===== config.mk =====
export PLATFORM = sky130hd
export DESIGN_NAME = fifo_reader
export DESIGN_NICKNAME = d
export VERILOG_FILES = /design/src/rtl/fifo_reader.sv
export SDC_FILE = /design/constraint.sdc
export NUM_CORES = 1
export LEC_CHECK = 0
export ABC_CLOCK_PERIOD_IN_PS = 2350
export BUFFER_PORTS_ARGS = -buffer_cell sky130_fd_sc_hd__buf_2
export CAP_MARGIN = 20
export CORE_ASPECT_RATIO = 1.75
export CORE_MARGIN = 5
export CORE_UTILIZATION = 50
export DETAILED_ROUTE_END_ITERATION = 12
export PLACE_DENSITY_LB_ADDON = 0.05
export SLEW_MARGIN = 0
export SYNTH_ARGS = -nofsm -noshare
export SYNTH_HDL_FRONTEND = slang
export SYNTH_SLANG_ARGS = --single-unit

===== constraint.sdc =====
create_clock -name clk_rd -period 2.35 [get_ports clk_rd]
set_input_delay 0.235 -clock clk_rd [delete_from_list [all_inputs] [get_ports clk_rd]]
set_output_delay 0.235 -clock clk_rd [all_outputs]
set_load 0.02 [all_outputs]

===== src/rtl/fifo_reader.sv =====
// rtl/fifo_reader.sv - standard-FIFO to valid/ready stream adapter with 2-entry skid buffer
module fifo_reader #(
  parameter int DWIDTH = 32,
  parameter int CWIDTH = 16
) (
  input  logic              clk_rd,
  input  logic              rst_rd,
  output logic              fifo_read,
  input  logic [DWIDTH-1:0] fifo_dout,
  input  logic              fifo_empty,
  output logic              m_valid,
  output logic [DWIDTH-1:0] m_data,
  input  logic              m_ready,
  output logic [1:0]        level,
  output logic [CWIDTH-1:0] word_cnt
);

  // Buffer occupancy doubles as the level output.
  typedef enum logic [1:0] {
    EMPTY = 2'd0,
    ONE   = 2'd1,
    FULL2 = 2'd2
  } state_t;

  state_t            state_q, state_d;
  logic              inflight_q, inflight_d;
  logic [DWIDTH-1:0] head_q, head_d;
  logic [DWIDTH-1:0] tail_q, tail_d;
  logic [CWIDTH-1:0] word_cnt_q, word_cnt_d;

  logic              xfer;
  logic [1:0]        occ;
  state_t            after_xfer;

  // Handshake, pop request and next-state: transfer first, then land the in-flight word.
  always_comb begin
    state_d    = state_q;
    head_d     = head_q;
    tail_d     = tail_q;
    after_xfer = state_q;

    m_valid = (state_q != EMPTY) && !rst_rd;
    xfer    = m_valid && m_ready;
    occ     = state_q + {1'b0, inflight_q};

    // A pop may be issued into the slot that this cycle's transfer frees.
    fifo_read  = !rst_rd && !fifo_empty && ((occ < 2'd2) || ((occ == 2'd2) && xfer));
    inflight_d = fifo_read;
    word_cnt_d = word_cnt_q + {{(CWIDTH-1){1'b0}}, xfer};

    if (xfer) begin
      head_d     = tail_q;
      after_xfer = (state_q == FULL2) ? ONE : EMPTY;
    end

    // The word requested last cycle is on fifo_dout now and is always kept,
    // even if the FIFO went empty meanwhile.
    if (inflight_q) begin
      if (after_xfer == EMPTY) begin
        head_d  = fifo_dout;
        state_d = ONE;
      end else begin
        tail_d  = fifo_dout;
        state_d = FULL2;
      end
    end else begin
      state_d = after_xfer;
    end
  end

  // State register; reset drops buffered words and any pop in flight.
  always_ff @(posedge clk_rd) begin
    if (rst_rd) begin
      state_q    <= EMPTY;
      inflight_q <= 1'b0;
      head_q     <= '0;
      tail_q     <= '0;
      word_cnt_q <= '0;
    end else begin
      state_q    <= state_d;
      inflight_q <= inflight_d;
      head_q     <= head_d;
      tail_q     <= tail_d;
      word_cnt_q <= word_cnt_d;
    end
  end

  assign m_data   = head_q;
  assign level    = state_q;
  assign word_cnt = word_cnt_q;

endmodule


==> results of run 1 <==
-- where the power goes --
part,switching [W],total [W],internal [W]
sequential,0.0000354,0.00151,0.00147
clock,0.000562,0.00147,0.000906
combinational,0.000319,0.000512,0.000193
total,0.000916,0.00349,0.00257
-- cell usage after synthesis, types with 4 or more instances --
| cell | n |
|---|---|
| mux2i_1 | 32 |
| mux2_2 | 4 |
| clkbuf_1 | 21 |
| dfxtp_1 | 83 |
| a311oi_1 | 12 |
| nor2b_1 | 8 |
| buf_6 | 4 |
| nor4_1 | 4 |
| or3_1 | 5 |
| o21ai_0 | 36 |
| buf_2 | 16 |
| nand2_1 | 5 |
| ha_1 | 4 |
| nor2_1 | 9 |
| a21oi_1 | 40 |
| xor2_1 | 4 |
| nand3_1 | 39 |
| a311oi_2 | 20 |
| nand2b_1 | 98 |
-- what timing repair did --
action                     4_1_cts  5_1_grt
setup buffers                    0        0
setup endpoints to repair        0        1
resized for setup                0        1
-- metrics by stage --
step                      area (sq um)  cells  hold slack (ns)  power (W)
after global placement            4760    642            0.425    0.00205
after detailed placement          4760    642            0.423    0.00205
after CTS                         5070    658           0.0655    0.00353
after global routing              5070    658           0.0718    0.00364
after floorplan                   4260    469            0.308    0.00189
final                             5070    658           0.0744    0.00349
-- layout make-up --
class / count / area, sq um / area share [%]
inverters: 1 / 3.75 / 0.0740
clock inverters: 4 / 47.5 / 0.937
clock buffers: 12 / 267 / 5.25
well taps: 115 / 144 / 2.84
repair buffers: 103 / 583 / 11.5
multi-input cells: 340 / 2360 / 46.6
flip-flops and latches: 83 / 1660 / 32.8
-- state kept, by name, summed over array words and instances (netlist names), named ones only --
signal,cells
level,1
word_cnt,16
tail_q,32
m_data,32
inflight_q,1
-- placed cells by master (no fill, tap or decap), types with 2 or more instances in the layout --
master / netlist / routed
nand2b_1: 98 / 98
buf_2: 16 / 86
dfxtp_1: 83 / 82
a21oi_1: 40 / 40
nand3_1: 39 / 39
o21ai_0: 36 / 36
mux2i_1: 32 / 32
a311oi_2: 20 / 20
buf_4: 3 / 15
a311oi_1: 12 / 12
nor2_1: 9 / 9
clkbuf_16: 0 / 9
nor2b_1: 8 / 7
or3_1: 5 / 5
nand2_1: 5 / 5
xor2_1: 4 / 4
nor4_1: 4 / 4
mux2_2: 4 / 4
ha_1: 4 / 4
a211oi_1: 3 / 3
o31ai_1: 3 / 3
or4_1: 3 / 3
clkbuf_8: 0 / 3
nand4_1: 2 / 2
clkinv_2: 0 / 2
buf_12: 0 / 2
-- path summary, 6_finish.rpt --
path,end,slack [ns]
min,inflight_q$_SDFF_PP0_,0.07
max reg2reg,word_cnt[14]$_SDFF_PP0_,0.36
max,fifo_read,0.15
min reg2reg,tail_q[5]$_SDFFE_PP0P_,0.47
-- cell families after synthesis --
logic type	share of synthesized area [%]
AND/OR/NAND/NOR	24.9
flip-flops	39.0
adder cells (fa/ha/maj)	1.18
XOR/XNOR	1.03
multiplexers	8.58
AO/OA/AOI/OAI	19.8
buffers and inverters	5.50
-- routing by layer --
layer  GRT usage, %  vias to the layer above  share of wire [%]  wire length, um
met2           35.1                       88                 51             5400
met4           7.24                        0                1.3              137
met5              0                        -                  0                0
li1               -                     1814                  -                -
met1           26.1                     1753                 43             4590
met3           5.13                        8                4.7              499
-- worst max-delay path: stages (launching register included) --
cell and delay (ns):
dfxtp_1 0.48, ha_1 0.29, or3_1 0.39, a211oi_1 0.25
buf_2 0.21
==> metrics.md, run 1 <==
| Metric | Value |
|---|---|
| Status | finished, final reports clean |
| Endpoint arrival time on the critical path | 1.96 ns |
| TNS Setup | 0 ns |
| Worst skew pair latency | 0.34 ns |
| Synth Register Bits | 83 |
| Syn_nets | 509 |
| Remaining global-route overflow | 0 |
| Most common flop cell mapped by yosys | dfxtp_1 |
| Post-layout min period | ~2.2 ns |
| Max clock buf depth | 2 |
| Clock buffer count from CTS | 9 |
| Synth area leader | dfxtp_1 |
| CTS Sinks | 83 |
| Core area | 8310 sq um |
| Fin util | about three fifths |
| Nets | ~580 |
| H-tree Lvls | 3 |
| Vias/cell | 5.57 |
| Seq/Total Area, Yosys | a little under 40% |
| ANT nets after route | 0 |
| R2R cell count | 7 |
| GRT Total Usage | 21.0% |
| Ys async rst share | 0% |
| CP max FO | 9 |
| Slew HR | 37.7% |
| Max-slew violation count | 0 |
| Post-synth top area share | between 30% and 40% |
| Number of cell rows | 44 |
| Fill cells | 739 |
| Die X | about 80 um |
| Buffers on Ports | 87 |
| Pwr Density | 687 nW/um^2 |
| WL/cell | 16.2 um |
| Hold Startpoint | fifo_empty |
| Initial antenna violation count | 0 |
| First-pass GRT wire length | 17.8 mm |
| DPL Wire Length | 6.83 mm |
| Synth-to-layout area growth | 19.2% |
| Tcrit/Tclk final | 93.5% |
| Root Driver | clkbuf_16 |
| Min-delay worst type | in2reg |
| Routability cong. | between 0.7 and 0.8 |
| Iteration count of the initial detailed-routing pass | 4 |
| Die area | between 10000 and 15000 sq um |
| Kind of critical path | reg2out |
| Hold Crit Depth | 2 |
| # IOs | 88 |
| Ant. Diodes | 0 |
| CP Capture Type | output pin |
| Hold Violations, Final | 0 |
| Post-synthesis cell type count | 35 |
| Pre-CTS WS | 0.254 ns |
| Unrepaired setup endpoints after global routing | false |
| Worst setup SP type | flop |
| Gate Count Post-Synth | around 470 |
| FMAX | 455 MHz |
| Post-Syn Area | 4260 sq um |
| Initial Utilization | 51.2% |
| Top post-synthesis cells by area | dfxtp_1 (39%), nand2b_1 (14%), mux2i_1 (7.5%), a311oi_2 (7.1%), a21oi_1 (4.7%) |
| Ratio of cells with drive above 1 in the final layout | 27.8% |
| WP data required | 2.12 ns |
| Post-route DRC | 0 |
| Die Ht | 132 um |
| CP startpoint | inflight_q$_SDFF_PP0_ |
| Finish-stage setup viols | 0 |
| Transition time of the tightest slew-check pin | 0.935 ns |
| CTS Hold Bufs | 0 |
| Ys Warns | 0 |
| Routed via count | ~3700 |
| Synthesized area per cell | 9.08 sq um |
| Total wire length | 10.6 mm |
| Maximum number of pins on one net before global-route repair | 61 |
| TritonCTS clock tree | built |
| Vias in the first global route | 3688 |
| # Max-Cap Violations | 0 |
| Static Leak | 1.91 nW |
| Post-synth EDFFs | 0 |
| Initial DRC count | 202 |
| Setup slack after layout | roughly 0.15 ns |
| Worst-path clk slew | around 0.060 ns |
| Worst Skew | ~0.004 ns |
| VDD IR max | 434 uV |
No activity file was read; power rests on OpenSTA's default activity.
==> run 2: changes to the inputs <==
--- a/config.mk
+++ b/config.mk
@@ -5,7 +5,7 @@
 export SDC_FILE = /design/constraint.sdc
 export NUM_CORES = 1
 export LEC_CHECK = 0
-export ABC_CLOCK_PERIOD_IN_PS = 2350
+export ABC_CLOCK_PERIOD_IN_PS = 2000
 export BUFFER_PORTS_ARGS = -buffer_cell sky130_fd_sc_hd__buf_2
 export CAP_MARGIN = 20
 export CORE_ASPECT_RATIO = 1.75
==> constraint.sdc (replaced) <==
create_clock -name clk_rd -period 2 [get_ports clk_rd]
set_input_delay 0.2 -clock clk_rd [delete_from_list [all_inputs] [get_ports clk_rd]]
set_output_delay 0.2 -clock clk_rd [all_outputs]
set_load 0.02 [all_outputs]
==> run 2 against run 1 <==
- largest power group is now clock
- sequential power rose by 17%
- cell count rose by 1.1%
- final area rose by 2.7%
==> metrics.md, run 2 (synthesis gave the netlist of run 1 again) <==
| Metric | Value |
|---|---|
| TNS Setup | 0 ns (unchanged) |
| Int Pwr | 0.00314 W (+22%) |
| Iteration count of the initial detailed-routing pass | 5 (+1) |
| Pre-CTS WS | -0.0667 ns (-0.321 ns) |
| Worst-path clk slew | 0.06 ns (about the same) |
| Die area | 10500 sq um (unchanged) |
| Remaining global-route overflow | 0 (unchanged) |
| H-tree Lvls | 3 (unchanged) |
| Clock Power Share | 42.8% (+0.7 points) |
| Maximum number of pins on one net before global-route repair | 74 (+21%) |
| Most frequent cells in the layout | nand2b_1 (98), buf_2 (85), dfxtp_1 (81), a21oi_1 (40), nand3_1 (39) |
| CP Capture Type | output pin |
| Nets | 585 (+1.2%) |
| Finish-stage setup viols | 0 (unchanged) |
| Total wire length | 10.8 mm (+1.9%) |
| Hold Violations, Final | 0 (unchanged) |
| Worst skew pair latency | 0.33 ns (about the same) |
| Commonest non-fill, non-tap cell in the layout | nand2b_1 |
| Min-delay worst type | in2reg |
| Synth-to-layout area growth | 22.3% |
| Endpoint arrival time on the critical path | 1.75 ns (-0.21 ns) |
| Status | finished, final reports clean |
| CP max FO | 17 (+8) |
| Initial Utilization | 51.2% (unchanged) |
| Vias in the first global route | 3713 (+0.68%) |
| Fill cells | 741 (+0.27%) |
| Sequential share of power | 42.0% (-1.2 points) |
| ANT nets after route | 0 (unchanged) |
| Worst Skew | 0.00610 ns (+0.00209 ns) |
| Ant. Diodes | 0 (unchanged) |
| Tcrit/Tclk final | between 90 and 100% |
| # Max-Cap Violations | 0 (unchanged) |
| Die Ht | 132 um (unchanged) |
| CTS Hold Bufs | 0 (unchanged) |
| DPL Wire Length | 6.81 mm (-0.28%) |
| Ratio of cells with drive above 1 in the final layout | 30.0% (+2.2 points) |
| Fin util | 62.6% (+1.6 points) |
| Post-layout min period | roughly 1.9 ns |
| Initial antenna violation count | 0 (unchanged) |
| CTS Sinks | 83 (unchanged) |
| Transition time of the tightest slew-check pin | 0.526 ns (-0.409 ns) |
| Max-slew violation count | 0 (unchanged) |
| Post-route DRC | 0 (unchanged) |
| Kind of critical path | reg2out |
| Static Leak | 1.97 nW (+3.0%) |
| VDD IR max | 649 uV (+49%) |
| Net Sw Frac | 25.6% (-0.67 points) |
| Pwr Density | 809 nW/um^2 (+18%) |
| Die X | 79.7 um (unchanged) |
| Comb pwr share | 15.2% (+0.5 points) |
| Max clock buf depth | 2 (unchanged) |
| Routability cong. | 0.726 (+0.15%) |
| Setup slack after layout | 0.0500 ns (-0.103 ns) |
| WP data required | 1.80 ns (-0.32 ns) |
| TritonCTS clock tree | built |
| GRT Total Usage | 20.9% (-0.15 points) |
| # IOs | 88 (unchanged) |
| Root Driver | clkbuf_16 |
| Number of cell rows | 44 (unchanged) |
| Buffers on Ports | 87 (unchanged) |
| Initial DRC count | 194 (-4.0%) |
| Slew HR | 64.9% (+27 points) |
| Worst setup SP type | flop |
| First-pass GRT wire length | 17.9 mm (+0.35%) |
| Clock buffer count from CTS | 9 (unchanged) |
| FMAX | 513 MHz |
| WL/cell | 16.3 um (+0.85%) |
| Routed via count | 3756 (+2.5%) |
| Vias/cell | 5.65 (+1.5%) |
| Core area | 8310 sq um (unchanged) |
| NetSw | 0.00108 W (+18%) |
-- run 2: critical path: stages, from the launching register on --
cell,delay [ns]
dfxtp_4,0.39
nor2_4,0.07
buf_12,0.16
or3_4,0.38
a211oi_2,0.25
buf_4,0.18
-- run 2: metrics by stage --
stage	cells	hold WS (ns)	instance area (sq um)	power (W)
3_3_place_gp	646	0.390	4780	0.00240
3_5_place_dp	646	0.389	4780	0.00241
2_1_floorplan	469	0.273	4270	0.00222
6_report	665	0.0641	5210	0.00421
4_1_cts	662	0.0527	5120	0.00423
5_1_grt	665	0.0532	5210	0.00439
-- run 2: power groups by stage --
stage | logic, W | clock network (W) | registers, W
after floorplan | 0.000346 | 0 | 0.00187
after global placement | 0.000598 | 0 | 0.00180
after detailed placement | 0.000604 | 0 | 0.00181
after CTS | 0.000610 | 0.00185 | 0.00177
after global routing | 0.000696 | 0.00191 | 0.00178
final | 0.000640 | 0.00180 | 0.00177
-- run 2: layout make-up --
cell class	instances	area, sq um	area share (%)
multi-input cells	340	2400	46.2
flip-flops and latches	83	1670	32.1
repair buffers	110	659	12.7
clock buffers	11	253	4.85
well taps	115	144	2.76
clock inverters	5	75.1	1.44
inverters	1	3.75	0.0721
-- run 2: metal layers --
metal  GRT usage [%]  vias to the layer above  share of wire, %
li1                -                     1827                 -
met1            25.9                     1816                42
met2            35.7                      103                51
met3            4.17                       10               5.4
met4            6.77                        0               1.3
met5               0                        -                 0
-- run 2: final timing paths --
kind	startpoint	endpoint	slack, ns	depth (start not counted)
hold / removal	fifo_empty	inflight_q$_SDFF_PP0_	0.06	2
hold reg to reg	tail_q[5]$_SDFFE_PP0P_	tail_q[5]$_SDFFE_PP0P_	0.48	2
setup / recovery	flop	fifo_read	0.05	5
setup reg to reg	flop	word_cnt[12]$_SDFF_PP0_	0.14	7
-- run 2: what timing repair did --
action	CTS	global route
hold endpoints to repair	0	0
endpoints found under the setup margin	1	6
cloned	0	1
gates resized for setup	3	8
setup buffers	0	2
pin swaps	0	1
